===== src/rtl/pr_ar_arbiter.sv =====
// ---------------------------------------------------------------------------
// pr_ar_arbiter
//   Merges the AR channels of NUM_SLICES prefetcher slices onto one DDR AR
//   port using round-robin arbitration with a single registered output stage.
//   The R channel is broadcast back to every slice. It has two error monitors:
//   one flags beats claimed by several slices, and the other drops beats that
//   no slice accepts within a programmable timeout.
//
// Ports
//   clk, reset          : single clock, synchronous active-high reset
//   s_ar_valid/ready    : per-slice AR handshake (ready is one-hot or zero)
//   s_ar_addr/len/id    : packed per-slice AR fields, slice k in field k
//   m_ar_valid/ready    : DDR AR handshake (valid is registered)
//   m_ar_addr/len/id    : registered DDR AR fields
//   m_r_valid/id/ready  : DDR R handshake
//   s_r_valid/id/ready  : per-slice R broadcast
//   orphan_limit        : orphan-beat timeout in cycles, 0 disables it
//   err_r_conflict      : sticky, several slices were ready on one beat
//   err_r_orphan        : sticky, a beat was dropped on timeout
//   orphan_drop         : one-cycle pulse when a beat is dropped
// ---------------------------------------------------------------------------
module pr_ar_arbiter #(
  parameter int NUM_SLICES         = 4,
  parameter int ADDR_BITS          = 64,
  parameter int BURST_LEN_WIDTH    = 8,
  parameter int TID_WIDTH          = 8,
  parameter int ORPHAN_LIMIT_WIDTH = 8
) (
  input  logic                                  clk,
  input  logic                                  reset,
  input  logic [NUM_SLICES-1:0]                 s_ar_valid,
  output logic [NUM_SLICES-1:0]                 s_ar_ready,
  input  logic [NUM_SLICES*ADDR_BITS-1:0]       s_ar_addr,
  input  logic [NUM_SLICES*BURST_LEN_WIDTH-1:0] s_ar_len,
  input  logic [NUM_SLICES*TID_WIDTH-1:0]       s_ar_id,
  output logic                                  m_ar_valid,
  input  logic                                  m_ar_ready,
  output logic [ADDR_BITS-1:0]                  m_ar_addr,
  output logic [BURST_LEN_WIDTH-1:0]            m_ar_len,
  output logic [TID_WIDTH-1:0]                  m_ar_id,
  input  logic                                  m_r_valid,
  input  logic [TID_WIDTH-1:0]                  m_r_id,
  output logic                                  m_r_ready,
  output logic [NUM_SLICES-1:0]                 s_r_valid,
  output logic [TID_WIDTH-1:0]                  s_r_id,
  input  logic [NUM_SLICES-1:0]                 s_r_ready,
  input  logic [ORPHAN_LIMIT_WIDTH-1:0]         orphan_limit,
  output logic                                  err_r_conflict,
  output logic                                  err_r_orphan,
  output logic                                  orphan_drop
);

  localparam int PTR_W = (NUM_SLICES > 1) ? $clog2(NUM_SLICES) : 1;

  logic [PTR_W-1:0]              rr_ptr;
  logic [PTR_W-1:0]              grant_idx;
  logic                          grant_found;
  logic                          loadable;
  logic                          grant_fire;
  logic [ORPHAN_LIMIT_WIDTH-1:0] orphan_cnt;
  logic                          any_r_ready;
  logic                          multi_r_ready;
  logic                          orphan_cond;

  // The output register can take a new request when it is empty or its
  // current request is leaving this cycle, which gives back-to-back grants.
  assign loadable   = ~m_ar_valid | m_ar_ready;
  assign grant_fire = loadable & grant_found & ~reset;

  // Round-robin search: scan the slices starting at rr_ptr and wrap around.
  // The first slice found with valid set wins.
  always_comb begin
    int cand;
    cand        = 0;
    grant_found = 1'b0;
    grant_idx   = '0;
    for (int i = 0; i < NUM_SLICES; i++) begin
      cand = int'(rr_ptr) + i;
      if (cand >= NUM_SLICES) cand = cand - NUM_SLICES;
      if (!grant_found && s_ar_valid[PTR_W'(cand)]) begin
        grant_found = 1'b1;
        grant_idx   = PTR_W'(cand);
      end
    end
  end

  assign s_ar_ready = grant_fire ? (NUM_SLICES'(1) << grant_idx) : '0;

  // AR output stage and arbitration pointer. When a grant fires, the stage
  // loads the winner's fields. When the held request leaves and there is no
  // new winner, the stage empties. In all other cycles it holds its contents.
  always_ff @(posedge clk) begin
    if (reset) begin
      m_ar_valid <= 1'b0;
      m_ar_addr  <= '0;
      m_ar_len   <= '0;
      m_ar_id    <= '0;
      rr_ptr     <= '0;
    end else if (loadable) begin
      m_ar_valid <= grant_found;
      if (grant_found) begin
        m_ar_addr <= s_ar_addr[grant_idx*ADDR_BITS +: ADDR_BITS];
        m_ar_len  <= s_ar_len[grant_idx*BURST_LEN_WIDTH +: BURST_LEN_WIDTH];
        m_ar_id   <= s_ar_id[grant_idx*TID_WIDTH +: TID_WIDTH];
        rr_ptr    <= (int'(grant_idx) == NUM_SLICES - 1) ? '0 : grant_idx + 1'b1;
      end
    end
  end

  // R broadcast. Every slice sees the beat and is expected to claim it by ID.
  // If nobody claims the beat before the timeout, the beat is dropped.
  assign s_r_valid     = {NUM_SLICES{m_r_valid}};
  assign s_r_id        = m_r_id;
  assign any_r_ready   = |s_r_ready;
  // Clearing the lowest set bit leaves a nonzero value exactly when two or
  // more bits are set.
  assign multi_r_ready = |(s_r_ready & (s_r_ready - NUM_SLICES'(1)));
  assign orphan_cond   = m_r_valid & ~any_r_ready;
  assign orphan_drop   = ~reset & orphan_cond & (orphan_limit != '0) &
                         (orphan_cnt == orphan_limit);
  assign m_r_ready     = any_r_ready | orphan_drop;

  // The orphan counter measures how long the current beat has waited with no
  // slice ready. It saturates so that a disabled timeout cannot wrap around.
  always_ff @(posedge clk) begin
    if (reset) begin
      orphan_cnt     <= '0;
      err_r_conflict <= 1'b0;
      err_r_orphan   <= 1'b0;
    end else begin
      if (m_r_valid && multi_r_ready) err_r_conflict <= 1'b1;
      if (orphan_drop) begin
        orphan_cnt   <= '0;
        err_r_orphan <= 1'b1;
      end else if (orphan_cond) begin
        if (!(&orphan_cnt)) orphan_cnt <= orphan_cnt + 1'b1;
      end else begin
        orphan_cnt <= '0;
      end
    end
  end

endmodule


===== config.mk =====
export PLATFORM = sky130hd
export DESIGN_NAME = pr_ar_arbiter
export DESIGN_NICKNAME = d
export VERILOG_FILES = /design/src/rtl/pr_ar_arbiter.sv
export SDC_FILE = /design/constraint.sdc
export NUM_CORES = 1
export LEC_CHECK = 0
export CAP_MARGIN = 20
export CORE_AREA = 2 2 174 176
export CTS_BUF_LIST = sky130_fd_sc_hd__clkbuf_4 sky130_fd_sc_hd__clkbuf_8 sky130_fd_sc_hd__clkbuf_16
export CTS_CLUSTER_SIZE = 16
export DETAILED_ROUTE_END_ITERATION = 12
export DIE_AREA = 0 0 176 178
export SKIP_CTS_REPAIR_TIMING = 1
export SYNTH_ARGS = -nofsm -noshare
export SYNTH_HDL_FRONTEND = slang
export SYNTH_SLANG_ARGS = --single-unit

===== constraint.sdc =====
create_clock -name clk -period 4.4 [get_ports clk]
set_clock_uncertainty 0.05 [all_clocks]
set_input_delay 0.88 -clock clk [delete_from_list [all_inputs] [get_ports clk]]
set_output_delay 0.88 -clock clk [all_outputs]
set_load 0.005 [all_outputs]

== Word level (Yosys, flattened, before mapping) ==
Index checks and enable logic that the tools add are counted.

* Shifts and indexed selects: 4
* Add/subtract/negate cells: 10
* Order comparisons: 8
* Equal/unequal tests: 2
* Muxes and demuxes: 26
* Bitwise gates (word level): 13
* Reduce and logical (&&, ||, !) cells: 13

{| class="wikitable"
|+ Operator list
! kind !! count
|-
| 256-bit by 9-bit variable part select with 64-bit output || 1
|-
| 32-bit by 6-bit variable part select with 8-bit output || 2
|-
| 2-bit two-way mux || 9
|-
| 2-bit by 4-bit less-than comparator with 1-bit output, second input constant || 4
|-
| 1-bit two-way mux || 12
|-
| 3-bit greater-or-equal comparator, second input constant || 3
|-
| 8-bit by 1-bit adder with 8-bit output, second input constant || 1
|-
| 1-bit binary-select mux with 2-bit select || 4
|-
| 8-bit equality test || 1
|-
| 8-bit AND reduction || 1
|-
| 8-bit nonzero test || 1
|-
| 4-bit OR reduction || 2
|-
| 2-bit by 1-bit subtractor with 2-bit output, second input constant || 4
|-
| 2-bit by 2-bit adder with 3-bit output, second input constant || 2
|-
| 1-bit AND || 6
|-
| 4-bit AND || 1
|-
| 1-bit logical AND || 4
|-
| 4-bit two-way mux || 1
|-
| 1-bit NOT || 4
|-
| 1-bit by 2-bit left shift with 4-bit output, first input constant || 1
|-
| 4-bit by 1-bit subtractor with 4-bit output, second input constant || 1
|-
| 2-bit by 1-bit adder with 3-bit output, second input constant || 1
|-
| 2-bit by 3-bit greater-or-equal comparator with 1-bit output, second input constant || 1
|-
| 1-bit zero test || 3
|-
| other kinds (5) || 6
|}

* Logic and storage cells: 84
* Register bits: 93

== Depth between registers and ports, before layout ==
* Depth in word-level cells: 18
* Mapped depth: 7
* Mapped depth without buffers: 6

== Least setup slack after synthesis ==
No wires, ideal clock.

* Path type: input port to output port
* Start: input s_ar_valid[2]
* End: output s_ar_ready[0]
* Path slack: 1.571 ns
* Stages: 7
* Arrival time: 1.899 ns
* Cells stage by stage: nor4_2 > a21oi_4 > nor2b_4 > nand2b_4 > buf_12 > buf_12 > nor2_1

* Longest elaborated chain between the ends: 16
* Elaborated cells on any way between the ends: 30
* Those cells by class: shift (1); mux (21); bitwise (2); reduce/logical (6)

{| class="wikitable"
|+ Ends and longest elaborated chain
! element !! RTL line !! RTL
|-
| start, declared || 31 || <nowiki>input logic [NUM_SLICES-1:0] s_ar_valid,</nowiki>
|-
| 1-bit binary-select mux with 2-bit select || 80 || <nowiki>if (!grant_found && s_ar_valid[PTR_W'(cand)]) begin</nowiki>
|-
| 1-bit two-way mux (not written as such) (2 in a row) || 80 ||
|-
| 1-bit two-way mux || 80 ||
|-
| 1-bit zero test || 80 ||
|-
| 1-bit logical AND || 80 ||
|-
| 1-bit two-way mux || 80 ||
|-
| 1-bit zero test || 80 ||
|-
| 1-bit logical AND || 80 ||
|-
| 1-bit two-way mux || 80 ||
|-
| 1-bit zero test || 80 ||
|-
| 1-bit logical AND || 80 ||
|-
| 1-bit two-way mux || 80 ||
|-
| 1-bit AND (2 in a row) || 68 || <nowiki>assign grant_fire = loadable & grant_found & ~reset;</nowiki>
|-
| 4-bit two-way mux (*) || 87 || <nowiki>assign s_ar_ready = grant_fire ? (NUM_SLICES'(1) << grant_idx) : '0;</nowiki>
|-
| end, declared || 32 || <nowiki>output logic [NUM_SLICES-1:0] s_ar_ready,</nowiki>
|}

Every way passes the cells marked *; elsewhere a longest branch is shown, timed or not. The select of a mux whose other input is x is not followed.

== Worst setup path in the final report ==
* Start: input orphan_limit[7]
* End: output m_r_ready

* Longest elaborated chain between the ends: 4
* Elaborated cells on any way between the ends: 5
* Those cells by class: eq/ne (1); bitwise (3); reduce/logical (1)

{| class="wikitable"
|+ Ends and longest elaborated chain
! element !! RTL line !! RTL
|-
| start, declared || 47 || <nowiki>input logic [ORPHAN_LIMIT_WIDTH-1:0] orphan_limit,</nowiki>
|-
| 8-bit nonzero test || 119 || <nowiki>assign orphan_drop = ~reset & orphan_cond & (orphan_limit != '0) &</nowiki>
|-
| 1-bit AND || 119 ||
|-
| 1-bit AND (*) || 119 ||
|-
| 1-bit bitwise OR (*) || 121 || <nowiki>assign m_r_ready = any_r_ready | orphan_drop;</nowiki>
|-
| end, declared || 43 || <nowiki>output logic m_r_ready,</nowiki>
|}

Every way passes the cells marked *; elsewhere a longest branch is shown, timed or not.

==> out/summary.txt <==
status: complete, no violations
Post-synth ARST share: 0%
Final Hold Fails: 0
Sw Share: 30.36%
sequential area share after synthesis: 30.39%
Nets: 1302
buffers and inverters on the worst path: 2
WL per Instance: 17.04 um
ranking of synthesized cells by area: dfxtp_1, mux2i_1, o221ai_2, nand2_1, buf_12
r2r worst-path depth: 6
Synth warnings: 0
initial DRC count: 145
I/O pins: 449
post-layout util: 36.70%
global route total overflow: 0
pwr/cell area: 291.2 nW/um2
flops & latches, synth: 93
WP data required: 3.47 ns
placed instance area: 10480 um2
Die H: 178 um
hold endpoint: err_r_conflict
clock sinks: 93
Yosys cell types: 44
Synth Cell Area: 6127 um2
Skew-Pair Late Insertion Delay: 0.34 ns
drc violations: 0
first-pass GRT wire length: 34.19 mm
vias in the first global route: 6045
FF-to-FF Start: rr_ptr[1]
RSZ-0062 raised after global routing: no
Area Growth Syn to Fin: 76.11%
Final Max Slew Viols: 0
share of post-route cells with drive strength above 1: 11.60%
Arrival @ worst endpoint: 2.92 ns
# port buffers: 432
total routed wirelength: 22.96 mm
die footprint: 31330 um2
row cnt: 63
WHS: 0.3977 ns
Hold Path Class: reg2reg
CP max-delay cell: clkdlybuf4s50_1
Worst-path clk slew: 0.07 ns
CTS tree: yes
mean post-synth cell area: 10.92 um2
Int Power: 2.188 mW
Main synth FF type: dfxtp_1
largest net degree at the start of global routing: 92
Core Region: 29400 um2
Pleak: 3.941 nW
Initial Util: 20.84%
Reg2Reg Setup Slack: 1.96 ns
number of max-cap violations: 0
Net Sw Power: 0.9539 mW
final std cells w/o fill: 1347
reg2reg end: m_ar_addr[20]
Slew headroom: 47.31%
placed cell count: 1331
Gate power share: 40.2%
max frequency: 0.2594 GHz
ANT cells: 0
EDFF count, synth: 0
crit-path cells: clkdlybuf4s50_1 -> xor2_1 -> nor4_1 -> o211ai_1 -> or2_1 -> nand2_1 -> clkdlybuf4s50_1
Worst Hold Depth: 2
antenna-violating nets left: 0
clock buffer count from CTS: 9
Tcrit/Tclk final: 87.60%
Final Cell Area: 10790 um2
crit end category: output port
Worst-Margin Slew: 0.7904 ns
Post-Syn Instances: 561
Total Routing Usage GR: 14.00%
Synthesized Nets: 911
Max Root-Sink Buffers: 2
count of final setup violators: 0
Fin Setup TNS: 0 ns
HPWL after DPL: 17.87 mm
CP peak stage delay: 0.50 ns
area leader, netlist: dfxtp_1
crit start category: input pin
post-synth top area share: 30.39%
worst-path fanout max: 3
minimum clock period: 3.855 ns
Root Buffer: clkbuf_16
via count: 5856
Die Width: 176 um
most used cell, CP: clkdlybuf4s50_1
H-tree depth: 3
gpl congestion: 0.7629
Worst Path Class, Setup: in2out
vias per cell: 4.347
register share of total power: 32.9%
Crit path max-delay family: buffers and inverters
initial antenna violation count: 0
worst IR drop on VDD: 0.1541 mV
Hold Startpoint: err_r_conflict
Clock power frac: 26.9%
TritonRoute pass-1 iters: 4
-- cells by family (layout without fill, tap and decap cells) --
group | count (synthesis) | after routing | synth area share [%]
buffers and inverters | 66 | 462 | 9.638
flip-flops | 93 | 93 | 30.39
multiplexers | 163 | 163 | 26.63
AO/OA/AOI/OAI | 102 | 102 | 22.12
AND/OR/NAND/NOR | 126 | 126 | 9.516
adder cells (fa/ha/maj) | 3 | 3 | 0.5717
XOR/XNOR | 8 | 8 | 1.144
-- per-stage QoR --
step / power (mW) / worst slack, ns
after floorplan: 1.711 / 1.571
after global placement: 2.330 / 0.5328
after detailed placement: 2.335 / 0.5575
after CTS: 3.210 / 0.5566
after global routing: 3.329 / 0.4306
final: 3.142 / 0.5454
-- flip-flops by register name (all words and copies together) (netlist names) --
register        count
err_r_conflict      1
err_r_orphan        1
m_ar_addr          64
m_ar_id             8
m_ar_len            8
m_ar_valid          1
orphan_cnt          8
rr_ptr              2
-- power by group through the flow --
stage	Clock, mW	Combinational, mW	Sequential (mW)
final	0.846	1.26	1.03
after global routing	0.923	1.36	1.05
after CTS	0.888	1.29	1.04
after detailed placement	0	1.28	1.05
after global placement	0	1.28	1.05
after floorplan	0	0.658	1.05
-- Yosys cell counts, types with 2 or more instances --
cell / number
a31oi_1: 2
nor4_1: 3
a211oi_1: 4
buf_12: 9
nand3_1: 2
inv_1: 7
nor2_1: 11
nor3_1: 2
buf_4: 20
buf_2: 10
xor2_1: 8
ha_1: 2
o221ai_2: 79
nand3b_1: 2
and2_1: 2
a21oi_1: 8
o21ai_0: 3
mux2i_1: 163
nand2_1: 88
dfxtp_1: 93
and3_1: 2
and4_1: 2
buf_6: 10
clkbuf_4: 9
-- cell usage in the layout (no fill, tap or decap), types with 2 or more instances in the layout --
master / instances
clkdlybuf4s50_1: 432
mux2i_1: 163
dfxtp_1: 93
nand2_1: 88
o221ai_2: 79
nor2_1: 11
clkbuf_16: 9
a21oi_1: 8
xor2_1: 8
inv_1: 7
a211oi_1: 4
buf_4: 4
nor4_1: 3
o21ai_0: 3
buf_12: 3
nand3b_1: 2
nor3_1: 2
and2_1: 2
and3_1: 2
nand3_1: 2
and4_1: 2
a31oi_1: 2
ha_1: 2
inv_6: 2
clkinv_4: 2
-- routing by layer --
layer	wire, um	track usage (%)	up-vias
met4	338	3.409	0
met5	0	0	-
met1	9268	16.41	2700
met3	1844	4.156	20
li1	-	-	2891
met2	11510	25.02	245
-- worst max-delay path by stage --
stage,startpoint,endpoint,cells past startpoint
2_1_floorplan,s_ar_valid[2],s_ar_ready[0],7
5_1_grt,orphan_limit[7],m_r_ready,7
6_report,orphan_limit[7],m_r_ready,7
3_3_place_gp,orphan_limit[3],m_r_ready,7
3_5_place_dp,orphan_limit[7],m_r_ready,7
4_1_cts,orphan_limit[7],m_r_ready,7
-- cell type report --
type / count / area [um2]
Timing Repair Buffer: 439 / 4414
Clock buffer: 10 / 239.0
Sequential cell: 93 / 1862
Inverter: 7 / 26.28
Fill cell: 2938 / 18610
Multi-Input combinational cell: 402 / 3691
Clock inverter: 6 / 70.07
Tap cell: 390 / 488.0
-- worst register-to-register path: stages, from the launching register on --
cell	delay, ns
dfxtp_1	0.47
mux2i_1	0.23
nor2_1	0.09
nor3_4	0.33
nand2b_4	0.30
buf_4	0.59
o221ai_2	0.23
Note: power is estimated with default switching activity, not from simulation.
